`src/rtl/traffic_light_scheduler.sv`:
```
`timescale 1ns/1ps
// Four-way traffic light sequencer with live-programmable phase durations and registered lamps.
// Define TLS_PED_EN to build in the pedestrian WALK phase, request latch and acknowledge pulse.
module traffic_light_scheduler #(
  parameter int TW       = 8,
  parameter int T_GREEN  = 8,
  parameter int T_YELLOW = 3,
  parameter int T_ALLRED = 2,
  parameter int T_WALK   = 5
) (
  input  logic          clk,
  input  logic          reset,
  input  logic          ped_req,
  input  logic          cfg_we,
  input  logic [1:0]    cfg_addr,
  input  logic [TW-1:0] cfg_wdata,
  output logic [2:0]    ns_light,
  output logic [2:0]    ew_light,
  output logic          walk,
  output logic          ped_ack,
  output logic [2:0]    phase
);

  typedef enum logic [2:0] {
    ALLRED_NS = 3'd0,
    NS_G      = 3'd1,
    NS_Y      = 3'd2,
    ALLRED_EW = 3'd3,
    EW_G      = 3'd4,
    EW_Y      = 3'd5,
    WALK      = 3'd6
  } state_t;

  localparam logic [TW-1:0] ONE         = TW'(1);
  localparam logic [TW-1:0] DEF_GREEN   = (T_GREEN  == 0) ? ONE : TW'(T_GREEN);
  localparam logic [TW-1:0] DEF_YELLOW  = (T_YELLOW == 0) ? ONE : TW'(T_YELLOW);
  localparam logic [TW-1:0] DEF_ALLRED  = (T_ALLRED == 0) ? ONE : TW'(T_ALLRED);
  localparam logic [2:0]    LAMP_RED    = 3'b100;
  localparam logic [2:0]    LAMP_YELLOW = 3'b010;
  localparam logic [2:0]    LAMP_GREEN  = 3'b001;

  state_t        state_reg;
  state_t        state_next;
  logic [TW-1:0] t_reg;
  logic [TW-1:0] t_next;
  logic [TW-1:0] dur_green;
  logic [TW-1:0] dur_yellow;
  logic [TW-1:0] dur_allred;
  logic [TW-1:0] cur_dur;
  logic [TW-1:0] wdata_fixed;
  logic          phase_done;
  logic [2:0]    ns_next;
  logic [2:0]    ew_next;

`ifdef TLS_PED_EN
  localparam logic [TW-1:0] DEF_WALK = (T_WALK == 0) ? ONE : TW'(T_WALK);

  logic [TW-1:0] dur_walk;
  logic          ped_pending;
  logic          walk_entry;
`endif

  // A zero duration would make a phase vanish, so it is stored as the shortest legal phase.
  assign wdata_fixed = (cfg_wdata == '0) ? ONE : cfg_wdata;

  always_ff @(posedge clk or negedge reset) begin
    if (!reset) begin
      dur_green  <= DEF_GREEN;
      dur_yellow <= DEF_YELLOW;
      dur_allred <= DEF_ALLRED;
`ifdef TLS_PED_EN
      dur_walk   <= DEF_WALK;
`endif
    end else if (cfg_we) begin
      case (cfg_addr)
        2'd0: dur_green  <= wdata_fixed;
        2'd1: dur_yellow <= wdata_fixed;
        2'd2: dur_allred <= wdata_fixed;
        2'd3: begin
`ifdef TLS_PED_EN
          dur_walk <= wdata_fixed;
`endif
        end
        default: ;
      endcase
    end
  end

  always_comb begin
    cur_dur = dur_allred;
    case (state_reg)
      NS_G, EW_G: cur_dur = dur_green;
      NS_Y, EW_Y: cur_dur = dur_yellow;
`ifdef TLS_PED_EN
      WALK:       cur_dur = dur_walk;
`endif
      default:    cur_dur = dur_allred;
    endcase
  end

  // Durations are compared live, so a shortened register can end the current phase at once.
  assign phase_done = (t_reg >= (cur_dur - ONE));

  always_comb begin
    state_next = state_reg;
    if (phase_done) begin
      case (state_reg)
        ALLRED_NS: begin
`ifdef TLS_PED_EN
          state_next = ped_pending ? WALK : NS_G;
`else
          state_next = NS_G;
`endif
        end
        NS_G:      state_next = NS_Y;
        NS_Y:      state_next = ALLRED_EW;
        ALLRED_EW: state_next = EW_G;
        EW_G:      state_next = EW_Y;
        EW_Y:      state_next = ALLRED_NS;
        WALK:      state_next = NS_G;
        default:   state_next = ALLRED_NS;
      endcase
    end
  end

  assign t_next = (state_next != state_reg) ? '0 : (t_reg + ONE);

  always_comb begin
    ns_next = LAMP_RED;
    ew_next = LAMP_RED;
    case (state_next)
      NS_G:    ns_next = LAMP_GREEN;
      NS_Y:    ns_next = LAMP_YELLOW;
      EW_G:    ew_next = LAMP_GREEN;
      EW_Y:    ew_next = LAMP_YELLOW;
      default: ;
    endcase
  end

  // Lamps and phase are decoded from state_next so they flip on the same edge as the state.
  always_ff @(posedge clk or negedge reset) begin
    if (!reset) begin
      state_reg <= ALLRED_NS;
      t_reg     <= '0;
      ns_light  <= LAMP_RED;
      ew_light  <= LAMP_RED;
      phase     <= 3'd0;
    end else begin
      state_reg <= state_next;
      t_reg     <= t_next;
      ns_light  <= ns_next;
      ew_light  <= ew_next;
      phase     <= state_next;
    end
  end

`ifdef TLS_PED_EN
  assign walk_entry = (state_next == WALK) && (state_reg != WALK);

  // Entry into WALK wins over a simultaneous request, so that request is served, not re-queued.
  always_ff @(posedge clk or negedge reset) begin
    if (!reset) begin
      ped_pending <= 1'b0;
      walk        <= 1'b0;
      ped_ack     <= 1'b0;
    end else begin
      if (walk_entry) begin
        ped_pending <= 1'b0;
      end else if (ped_req && (state_reg != WALK)) begin
        ped_pending <= 1'b1;
      end
      walk    <= (state_next == WALK);
      ped_ack <= walk_entry;
    end
  end
`else
  logic ped_unused;

  assign ped_unused = ped_req;
  assign walk       = 1'b0;
  assign ped_ack    = 1'b0;
`endif

  // Conflicting greens and walking into live traffic must be impossible.
  a_no_conflict: assert property (@(posedge clk) disable iff (!reset)
    !((ns_light != LAMP_RED) && (ew_light != LAMP_RED)));

  a_walk_safe: assert property (@(posedge clk) disable iff (!reset)
    walk |-> ((ns_light == LAMP_RED) && (ew_light == LAMP_RED)));

endmodule
```
`config.mk`:
```
export PLATFORM = sky130hd
export DESIGN_NAME = traffic_light_scheduler
export DESIGN_NICKNAME = d
export VERILOG_FILES = /design/src/rtl/traffic_light_scheduler.sv
export SDC_FILE = /design/constraint.sdc
export NUM_CORES = 1
export LEC_CHECK = 0
export BUFFER_PORTS_ARGS = -buffer_cell sky130_fd_sc_hd__buf_2
export CAP_MARGIN = 20
export CORE_MARGIN = 1
export CORE_UTILIZATION = 45
export CTS_CLUSTER_DIAMETER = 100
export CTS_CLUSTER_SIZE = 10
export DETAILED_ROUTE_END_ITERATION = 8
export GPL_ROUTABILITY_DRIVEN = 0
export PLACE_DENSITY = 0.7
export SYNTH_ARGS = -nofsm -noshare
export SYNTH_HDL_FRONTEND = slang
export SYNTH_SLANG_ARGS = --single-unit
```
`constraint.sdc`:
```
create_clock -name clk -period 5.5 [get_ports clk]
set_input_delay 0.55 -clock clk [delete_from_list [all_inputs] [get_ports clk]]
set_output_delay 0.55 -clock clk [all_outputs]
set_load 0.1 [all_outputs]
```
* Word-level counts from Yosys, hierarchy flattened
Cells that the tools add are included.
Cells by class: reductions and logical operators 9, add/sub/neg operators 2, eq/ne operators 13, order comparisons 1, multiplexer cells 7
Operators by type and width (number):
- $mux W8 | 2
- $pmux W8 S2 | 1
- $eq A3 B3 Y1 const B | 5
- $pmux W3 S5 | 1
- $pmux W3 S2 | 2
- $eq A3 B2 Y1 const B | 3
- $add A8 B1 Y8 const B | 1
- $ge A8 B8 Y1 | 1
- $logic_not A8 Y1 | 1
- $sub A8 B1 Y8 const B | 1
- $eq A3 B1 Y1 const B | 2
- $reduce_and A2 Y1 | 3
- $reduce_or A2 Y1 | 3
- $logic_not A3 Y1 | 1
- $mux W3 | 1
- $ne A3 B3 Y1 | 1
- $eq A2 B1 Y1 const B | 1
- $eq A2 B2 Y1 const B | 1
- $logic_not A2 Y1 | 1
Word-level totals: output and inout port bits 11, flip-flop bits (word level) 41, word-level logic and storage cells 39, bits of input ports 14

* Depth between registers and ports, before layout
Gate-level depths: netlist of the first run.
depth in word-level cells 8, mapped depth 16, depth with buffers taken out 15

* Worst setup path before layout of the first run
OpenSTA, ideal clock, no wires.
kind register -> register, start point reg state_reg[1], end point reg ew_light[0], library setup time 0.096 ns, path slack 1.360 ns, period minus slack after synthesis 4.140 ns, cell stages (with the launch flop) 17, arrival time 4.045 ns, cells stage by stage dfrtp_1 -> buf_2 -> clkbuf_1 -> nor3_1 -> a221oi_1 -> inv_1 -> ha_1 -> nor2b_1 -> nor2b_1 -> xnor2_1 -> ha_1 -> a21o_1 -> a21o_1 -> a21oi_1 -> o21ai_1 -> clkbuf_1 -> o31ai_1
On the way: longest elaborated chain between the ends 8
Ends and longest elaborated chain:
- start: declaration | line 42 | state_t state_reg;
- start signal: assignment | line 149 | state_reg <= state_next;
- $eq A3 B2 Y1 (tied with other cells) | line 91, 107
- $reduce_or A2 Y1 | line 91 | case (state_reg)
- $pmux W8 S2 | line 91
- $sub A8 B1 Y8 | line 102 | assign phase_done = (t_reg >= (cur_dur - ONE));
- $ge A8 B8 Y1 | line 102
- $mux W3 (*) | line 106 | if (phase_done) begin
- $eq A3 B3 Y1 | line 131 | case (state_next)
- $pmux W3 S2 (*) | line 131
- named net ew_next[0] | line 53 | logic [2:0] ew_next;
- end signal: assignment | line 152 | ew_light <= ew_next;
- end: declaration | line 18 | output logic [2:0] ew_light,
Mark *: on every way through the listed nets, which the timed path passes. The rest lies on a longest branch. A chain may end at the register's enable or synchronous reset.

* Worst setup path after layout of the first run
start point reg state_reg[1], end point reg state_reg[2]
On the way: longest elaborated chain between the ends 6
Ends and longest elaborated chain:
- $eq A3 B2 Y1 (tied with other cells) | line 91, 107
- $reduce_or A2 Y1 | line 91
- $pmux W8 S2 | line 91
- $sub A8 B1 Y8 | line 102
- $ge A8 B8 Y1 | line 102
- $mux W3 (*) | line 106
- named net state_next[2] | line 43 | state_t state_next;
Marked as above.

==> metrics.md, run 1 <==
| Metric | Value |
|---|---|
| Status | complete, no violations |
| Synthesized instance count | between 150 and 200 |
| CP arrival | approximately 4.1 ns |
| NumNets Final | ~240 |
| Crit path depth | 16 |
| Total of max-cap violations | 0 |
| Worst-Margin Slew | approximately 0.93 ns |
| Post-CTS Resized | 0 |
| # rows | 25 |
| Input/output buffers | 21 |
| Final period util | 70.7% |
| Cell area after synthesis | roughly 2200 µm² |
| Core area | about 4700 µm² |
| CP Launch Type | flip-flop |
| Die Footprint | 5210 µm² |
| Min Hold Slack | 0.389 ns |
| Max Used Layer | met4 |
| Worst skew pair latency | approximately 0.29 ns |
| Critical-path top delay cell | dfrtp_1 |
| Total gr overflow | 0 |
| Final hold viol count | 0 |
| Yosys reg bits | around 40 |
| Total track usage | roughly 17% |
| CP bufs+invs | 2 |
| Pins Over Slew Limit | 0 |
| CP Max Fanout | 19 |
| Io pins | 25 |
| Cts hold-fix bufs | 0 |
| Critical Path RT | 5.69 ns |
| Routed wire per std cell | roughly 14 µm |
| Avg Cell Area, Syn | 11.4 µm² |
| Chip width | 72.2 µm |
| Worst setup EP type | flip-flop |
| YS warnings | 0 |
| Met1 WL | 1.91 mm |
| Met2 routed WL | 1.87 mm |
| Min Tclk post-route | 3.89 ns |
| Worst-path clk slew | ~0.080 ns |
| Die height | ~72 µm |
| Clock skew | ~0.0047 ns |
| Met3 WL post-DR | 116 µm |
| Initial Util | between 40% and 50% |
| Layout cell share with drive strength beyond 1 | about 31% |
| Depth of the most critical reg-to-reg path | 16 |
| Area Growth Syn to Fin | 10.8% |
| Number of vias per cell | roughly 5.2 |
| Detailed Route WL | 3.96 mm |
| Final setup TNS | 0 ns |
| Distinct cells, synth | 45 |
| Largest net degree at the start of global routing | between 40 and 50 |
| Vias in the first global route | 1415 |
| Iteration-0 DRC count of the detailed router | 51 |
| Slowest stage delay, CP | 0.64 ns |
| H-Tree Depth | 2 |
| Setup-violating endpoint count in the final report | 0 |
| Remaining DRCs | 0 |
| Max Root-Sink Buffers | 2 |
| Kind of cell adding the most delay to the critical path | compound AO/OA/AOI/OAI gates |
| Initial antenna violation count | 0 |
| Post-CTS setup repair buffer count | 0 |
| Kind of critical path | flip-flop to flip-flop |
| Crit-path cells | nand2b_1 -> o22ai_4 -> a221oi_1 -> inv_1 -> ha_1 -> nor2b_1 -> nor2b_1 -> xnor2_1 -> ha_1 -> a21o_1 -> a21o_1 -> a21oi_1 -> o21ai_1 -> buf_4 -> nand4b_1 -> a21bo_2 |
| Total number of vias | 1498 |
| Fmax | around 260 MHz |
| CTS Buf Count | 5 |
| Root Driver | clkbuf_8 |
| Sink Count | 41 |
| DRT antenna net count | 0 |
| Global-route wire length before repair | 6.91 mm |
| Seq/Total Area, Yosys | a little under half |
| Worst hold-check path type | input pin to async pin |
| RSZ-0062 raised after global routing | false |
| DRT Pass-1 Iters | 4 |
| HPWL after detailed placement | between 2 and 3 mm |
| Max_slew headroom | between 30% and 40% |
| ANT cells | 0 |
| CTS tree | done |
-- Yosys cell counts (all sizes together) --
master    n  area (µm²)
a2111oi   1        27.5
a211oi    1        20.0
a21bo     1        10.0
a21o      3        22.5
a21oi     8        40.0
a221oi    4        53.8
a22o      1        8.76
and2      1        6.26
and3      1        6.26
buf       5        38.8
clkbuf    2        7.51
conb      1        3.75
dfrtp    35         876
dfstp     6         158
ha       10         125
inv      12        45.0
mux2     21         236
nand2     9        33.8
nand2b    4        25.0
nand3     4        20.0
nand3b    2        15.0
nand4     1        6.26
nand4b    2        17.5
nor2     15        56.3
nor2b     2        12.5
nor3      5        25.0
nor3b     1        12.5
nor4      1        6.26
o21a      2        15.0
o21ai     8        40.0
o22a      4        35.0
o22ai     2        26.3
o2bb2ai   1        8.76
o31ai     1        7.51
or2       2        12.5
xnor2    11         104
xor2      5        51.3
-- layout make-up --
type / count / area, µm²
Fill cell: 428 / 2270
Inverter: 12 / 45.0
Sequential cell: 41 / 1030
Clock inverter: 3 / 17.5
Timing Repair Buffer: 22 / 113
Tap cell: 67 / 83.8
Clock buffer: 5 / 68.8
Multi-Input combinational cell: 136 / 1090
-- stage by stage --
step                      instance area, µm²  worst slack, ns  util (%)  cells
after floorplan                         2220             1.36         -    196
after global placement                  2370             1.61      50.2    278
after detailed placement                2370             1.60      50.2    278
after CTS                               2460             1.58      52.0    286
after global routing                    2460             1.31      52.0    286
final                                   2460             1.61      52.0    286
-- routing by layer --
layer,up-vias,GRT usage (%)
met4,0,6.54
met3,7,3.75
met1,743,24.3
met2,21,26.2
met5,-,0
li1,727,-
-- cells by family (layout without fill, tap and decap cells) --
| logic type | Yosys count | in the layout | share of synthesized area (%) |
|---|---|---|---|
| other | 1 | 2 | 0.169 |
| buffers and inverters | 19 | 42 | 4.12 |
| multiplexers | 21 | 21 | 10.7 |
| flip-flops | 41 | 41 | 46.6 |
| XOR/XNOR | 16 | 16 | 7.00 |
| AO/OA/AOI/OAI | 37 | 37 | 14.2 |
| adder cells (fa/ha/maj) | 10 | 10 | 5.65 |
| AND/OR/NAND/NOR | 50 | 50 | 11.5 |
-- cells in the final DEF, fill, tap and decap left out, types with 4 or more instances in the layout --
cell,n
dfrtp_1,35
mux2_2,21
buf_2,21
nor2_1,15
inv_1,12
xnor2_1,10
ha_1,10
nand2_1,9
a21oi_1,8
dfstp_2,6
nor3_1,5
o21ai_0,5
clkbuf_8,5
o22a_1,4
nand2b_1,4
nand3_1,4
xor2_1,4
-- worst paths after layout --
path / start / to / slack (ns)
hold reg to reg: dur_allred[0]$_DFFE_PN0P_ / dur_allred[0]$_DFFE_PN0P_ / 0.49
setup / recovery: state_reg[1]$_DFF_PN0_ / state_reg[2]$_DFF_PN0_ / 1.61
setup reg to reg: state_reg[1]$_DFF_PN0_ / state_reg[2]$_DFF_PN0_ / 1.61
max in group asynchronous: reset / t_reg[0]$_DFF_PN0_ / 4.54
min in group clk: dur_allred[0]$_DFFE_PN0P_ / dur_allred[0]$_DFFE_PN0P_ / 0.49
hold / removal: reset / dur_yellow[3]$_DFFE_PN0P_ / 0.39
Power of run 1 is left out: the tool's default activity adds up to more than one toggle a clock period on the data nets, which glitch-free logic cannot reach.
==> run 2: changes to the inputs <==
==> constraint.sdc (replaced) <==
create_clock -name clk -period 3.7 [get_ports clk]
set_input_delay 0.37 -clock clk [delete_from_list [all_inputs] [get_ports clk]]
set_output_delay 0.37 -clock clk [all_outputs]
set_load 0.1 [all_outputs]
==> run 2 against run 1 <==
Setup slack got worse by 1.3 ns. Utilization increased by 1.4 points. Final cell count increased by 2.4%. Die area unchanged. Critical endpoint unchanged. First-iteration DRC count decreased by 22%. Design area increased by 2.6%. Clock skew increased by 0.00056 ns. Non-clock buffer count increased by 7. Fmax increased by 15%. Worst hold slack got worse by 0.19 ns. Critical path type unchanged. Via count decreased by 0.47%.
==> metrics.md, run 2 (synthesis results as in run 1) <==
| Metric | Value |
|---|---|
| Final hold viol count | 0 (unchanged) |
| Total track usage | 17.1% (-0.12 points) |
| CTS tree | done |
| Total number of vias | 1491 (-0.47%) |
| Worst-Margin Slew | 0.910 ns (-0.0190 ns) |
| Critical-path top delay cell | dfrtp_2 |
| Depth of the most critical reg-to-reg path | 15 (-1) |
| Root Driver | clkbuf_8 |
| Kind of critical path | flip-flop to flip-flop |
| Max_slew headroom | 39.4% (+1.3 points) |
| Cts hold-fix bufs | 0 (unchanged) |
| Max Root-Sink Buffers | 2 (unchanged) |
| CTS Buf Count | 5 (unchanged) |
| CP arrival | 3.57 ns (-0.51 ns) |
| Commonest non-fill, non-tap cell in the layout | dfrtp_1 |
| Total of max-cap violations | 0 (unchanged) |
| Largest net degree at the start of global routing | 42 (unchanged) |
| Sink Count | 41 (unchanged) |
| Worst hold-check path type | input pin to async pin |
| Critical Path RT | 3.89 ns (-1.80 ns) |
| H-Tree Depth | 2 (unchanged) |
| NumNets Final | 249 (+2.9%) |
| Crit-path cells | nor2_1 -> xnor2_1 -> o22a_1 -> nand2_1 -> ha_1 -> nor2b_1 -> nor2b_1 -> xnor2_1 -> ha_1 -> a21o_1 -> a21o_1 -> a21oi_1 -> o21ai_2 -> nand4b_1 -> a21bo_2 |
| Post-CTS setup repair buffer count | 0 (unchanged) |
| Die Footprint | 5210 µm² (unchanged) |
| Chip width | 72.2 µm (unchanged) |
| Iteration-0 DRC count of the detailed router | 40 (-22%) |
| DRT antenna net count | 0 (unchanged) |
| Reg2Reg Launch Point | state_reg[0]$_DFF_PN0_ |
| Multi-input gate area | 1100 µm² (+0.91%) |
| HPWL after detailed placement | 2.84 mm (+0.98%) |
| Core area | 4720 µm² (unchanged) |
| Routed wire per std cell | 13.5 µm (-2.6%) |
| Slowest stage delay, CP | 0.47 ns (-0.17 ns) |
| Input/output buffers | 21 (unchanged) |
| Initial antenna violation count | 0 (unchanged) |
| # rows | 25 (unchanged) |
| Status | complete, no violations |
| FF+latch area | 1040 µm² (+0.61%) |
| Area Growth Syn to Fin | 13.8% |
| Io pins | 25 (unchanged) |
| Worst skew pair latency | 0.29 ns (about the same) |
| Most frequent cells in the layout | dfrtp_1, mux2_2, buf_2 |
| DRT Pass-1 Iters | 4 (unchanged) |
| CP bufs+invs | 0 (-2) |
| Final setup TNS | 0 ns (unchanged) |
| Worst setup EP type | flip-flop |
| Worst-path clk slew | 0.08 ns (about the same) |
| ANT cells | 0 (unchanged) |
| Worst Setup SP | state_reg[0]$_DFF_PN0_ |
| Layout cell share with drive strength beyond 1 | 35.0% (+3.9 points) |
| Reg-to-Reg End | state_reg[2]$_DFF_PN0_ |
| Number of vias per cell | 5.09 (-2.8%) |
| Fmax | 296 MHz (+15%) |
| Min Tclk post-route | 3.38 ns (-0.506 ns) |
| CP Max Fanout | 12 (-7) |
| Initial Util | 46.9% (unchanged) |
| RSZ-0062 raised after global routing | false |
| Total gr overflow | 0 (unchanged) |
| Die height | 72.2 µm (unchanged) |
| CP Launch Type | flip-flop |
| Global-route wire length before repair | 6.70 mm (-3.0%) |
| Detailed Route WL | 3.95 mm (-0.18%) |
| Pins Over Slew Limit | 0 (unchanged) |
| Clock skew | 0.00524 ns (+0.000561 ns) |
| Post-CTS Resized | 0 (unchanged) |
| Vias in the first global route | 1407 (-0.57%) |
| Setup-violating endpoint count in the final report | 0 (unchanged) |
| Kind of cell adding the most delay to the critical path | compound AO/OA/AOI/OAI gates |
| Remaining DRCs | 0 (unchanged) |
| R2R setup slack | 0.32 ns (-1.29 ns) |
| Fill cells | 415 (-3.0%) |
| Final period util | 91.5% (+21 points) |
-- run 2: cell count changes in the layout (fill, tap and decap cells not counted) --
cell	previous run	this run
clkbuf_1	0	1
a221oi_2	3	4
a221oi_1	1	0
dfrtp_4	0	1
clkinvlp_4	1	0
buf_4	1	8
o21ai_2	0	1
o21ai_1	3	2
dfrtp_1	35	32
dfrtp_2	0	2
-- run 2: area by class of cell --
type	count	share of cell area [%]
multi-input cells	136	43.8
repair buffers	29	6.55
clock buffers	6	2.88
flip-flops and latches	41	41.2
well taps	67	3.33
clock inverters	2	0.397
inverters	12	1.79
-- run 2: how the worst max path moves through the flow --
| stage | endpoint | slack, ns | cells past startpoint |
|---|---|---|---|
| 4_1_cts | state_reg[2]$_DFF_PN0_ | 0.04 | 13 |
| 5_1_grt | ew_light[1]$_DFF_PN0_ | 0.06 | 15 |
| 3_5_place_dp | state_reg[2]$_DFF_PN0_ | 0.08 | 13 |
| 6_report | state_reg[2]$_DFF_PN0_ | 0.32 | 15 |
| 3_3_place_gp | state_reg[2]$_DFF_PN0_ | 0.09 | 13 |
| 2_1_floorplan | ew_light[0]$_DFF_PN0_ | 0.08 | 16 |
-- run 2: through the flow --
step	cells	utilization, %	hold slack [ns]	worst slack (ns)	instance area [µm²]
2_1_floorplan	196	-	0.0744	0.0774	2230
3_3_place_gp	285	51.5	0.467	0.0897	2430
3_5_place_dp	285	51.5	0.475	0.0794	2430
4_1_cts	293	53.3	0.239	0.0412	2520
5_1_grt	293	53.4	0.276	0.0610	2520
6_report	293	53.4	0.195	0.316	2520
-- run 2: per-layer routing --
| metal | GRT usage, % | wire length [µm] |
|---|---|---|
| met1 | 23.6 | 1960 |
| met2 | 25.8 | 1820 |
| met3 | 4.44 | 107 |
| met4 | 7.19 | 73 |
| met5 | 0 | 0 |
Power of run 2 is left out for the same reason.
==> run 3: changes to the inputs <==
--- a/config.mk
+++ b/config.mk
@@ -14,6 +14,8 @@
 export DETAILED_ROUTE_END_ITERATION = 8
 export GPL_ROUTABILITY_DRIVEN = 0
 export PLACE_DENSITY = 0.7
+export REMOVE_ABC_BUFFERS = 1
+export SLEW_MARGIN = 20
 export SYNTH_ARGS = -nofsm -noshare
 export SYNTH_HDL_FRONTEND = slang
 export SYNTH_SLANG_ARGS = --single-unit
==> run 3 against run 2 <==
Flip-flop and latch count did not move. Setup slack got worse by 0.069 ns. Worst hold slack barely moved. Register-to-register slack got worse by 0.07 ns. Die area did not move. Critical endpoint is now ew_light[1]$_DFF_PN0_. Sequential share of layout area fell by 0.47 points. Final cell count rose by 0.34%. Highest routed layer unchanged. Wire length rose by 3.1%. Largest cell class unchanged.
==> metrics.md, run 3 (synthesis results as in run 1) <==
| Metric | Value |
|---|---|
| DRT Pass-1 Iters | 4 (unchanged) |
| Met2 routed WL | 2.00 mm (+10%) |
| DRT antenna net count | 0 (unchanged) |
| Most used cell, CP | xnor2_1 |
| Fill cells | 445 (+7.2%) |
| Slowest stage delay, CP | 0.47 ns (about the same) |
| Max Root-Sink Buffers | 2 (unchanged) |
| Setup-violating endpoint count in the final report | 0 (unchanged) |
| Kind of critical path | flip-flop to flip-flop |
| RSZ-0062 raised after global routing | false |
| Area Growth Syn to Fin | 14.4% |
| Worst hold-check path type | input pin to async pin |
| Final setup TNS | 0 ns (unchanged) |
| Total number of vias | 1535 (+3.0%) |
| Final hold viol count | 0 (unchanged) |
| Initial antenna violation count | 0 (unchanged) |
| CTS tree | done |
| Min Hold Slack | 0.195 ns (+0.0000130 ns) |
| CTS Buf Count | 5 (unchanged) |
| Max Used Layer | met4 |
| Detailed Route WL | 4.08 mm (+3.1%) |
| CP Launch Type | flip-flop |
| Vias in the first global route | 1458 (+3.6%) |
| Met1 WL | 1.91 mm (-2.7%) |
| Fmax | 290 MHz (-2.0%) |
| Number of vias per cell | 5.22 (+2.6%) |
| Status | complete, no violations |
| Clock skew | 0.00642 ns (+0.00118 ns) |
| Remaining DRCs | 0 (unchanged) |
| Worst skew pair latency | 0.30 ns (about the same) |
| Worst setup EP type | flip-flop |
| Worst-Margin Slew | 0.901 ns (-0.00814 ns) |
| Iteration-0 DRC count of the detailed router | 66 (+65%) |
| Chip width | 72.2 µm (unchanged) |
| Reg-to-Reg End | ew_light[1]$_DFF_PN0_ |
| Root Driver | clkbuf_8 |
| Core area | 4720 µm² (unchanged) |
| Die Footprint | 5210 µm² (unchanged) |
| Io pins | 25 (unchanged) |
| Util after Layout | 53.7% (+0.29 points) |
| Final setup margin | 0.247 ns (-0.0690 ns) |
| Crit-path cells | nor2_1 -> xnor2_1 -> o22a_1 -> nand2_1 -> ha_1 -> nor2b_1 -> nor2b_1 -> xnor2_1 -> ha_1 -> a21o_1 -> a21o_1 -> a21oi_1 -> o21ai_2 -> xnor2_1 -> nor2_1 |
| CP Max Fanout | 11 (-1) |
| Post-CTS Resized | 0 (unchanged) |
| Pins Over Slew Limit | 0 (unchanged) |
| Met3 WL post-DR | 118 µm (+10%) |
| Initial Util | 46.9% (unchanged) |
| Pre-CTS worst setup slack | 0.0883 ns (+0.00893 ns) |
| Total track usage | 17.3% (+0.12 points) |
| Largest net degree at the start of global routing | 42 (unchanged) |
| Commonest non-fill, non-tap cell in the layout | dfrtp_1 |
| Post-CTS setup repair buffer count | 0 (unchanged) |
| Critical Path RT | 3.87 ns (-0.02 ns) |
| CP arrival | 3.62 ns (+0.05 ns) |
| ANT cells | 0 (unchanged) |
| Worst-path clk slew | 0.08 ns (about the same) |
| Routed wire per std cell | 13.9 µm (+2.8%) |
| Input/output buffers | 21 (unchanged) |
| Cts hold-fix bufs | 0 (unchanged) |
| Global-route wire length before repair | 6.82 mm (+1.8%) |
| Worst Setup SP | state_reg[2]$_DFF_PN0_ |
| Layout cell share with drive strength beyond 1 | 33.9% (-1.0 points) |
| Total gr overflow | 0 (unchanged) |
| Most frequent cells in the layout | dfrtp_1, mux2_2, buf_2 |
| Final period util | 93.3% (+1.9 points) |
| Total of max-cap violations | 0 (unchanged) |
| # rows | 25 (unchanged) |
| Depth of the most critical reg-to-reg path | 15 (unchanged) |
| Min Tclk post-route | 3.45 ns (+0.0690 ns) |
| H-Tree Depth | 2 (unchanged) |
| Max_slew headroom | 39.9% (+0.54 points) |
| HPWL after detailed placement | 2.92 mm (+2.9%) |
| R2R setup slack | 0.25 ns (-0.07 ns) |
| Reg2Reg Launch Point | state_reg[2]$_DFF_PN0_ |
| Critical-path top delay cell | dfrtp_1 |
| NumNets Final | 250 (+0.40%) |
| Die height | 72.2 µm (unchanged) |
| Sink Count | 41 (unchanged) |
run 3: critical path: cells and delay by family (launching register included):
family	cells	cell delay (ns)
fa+ha+maj	2	0.40
simple gates	5	0.82
compound gates	5	0.96
flops	1	0.47
xor+xnor	3	0.68
run 3: worst max path at each step:
stage	to	slack, ns	cells after the start
3_5_place_dp	state_reg[2]$_DFF_PN0_	0.09	13
2_1_floorplan	state_reg[2]$_DFF_PN0_	-0.82	13
5_1_grt	state_reg[2]$_DFF_PN0_	0.01	13
6_report	ew_light[1]$_DFF_PN0_	0.25	15
4_1_cts	state_reg[2]$_DFF_PN0_	0.05	13
3_3_place_gp	state_reg[2]$_DFF_PN0_	0.15	13
run 3: metal layers:
layer,track usage [%],vias up
met5,0,-
met4,5.88,0
met3,4.44,6
met2,25.4,26
li1,-,744
met1,24.8,759
run 3: area by class of cell:
type / count / area, µm² / share of cell area, %
clock buffer: 7 / 96.3 / 3.80
clock inverter: 1 / 5.00 / 0.197
inverter: 12 / 45.0 / 1.78
multi-input combinational: 136 / 1100 / 43.3
sequential: 41 / 1030 / 40.8
tap: 67 / 83.8 / 3.31
timing repair buffer: 30 / 173 / 6.81
run 3: stage by stage:
step                      cell area (µm²)  std cells
after detailed placement             2430        286
after CTS                            2530        294
final                                2530        294
after global placement               2430        286
after global routing                 2530        294
after floorplan                      2170        189
Power of run 3 is left out for the same reason.
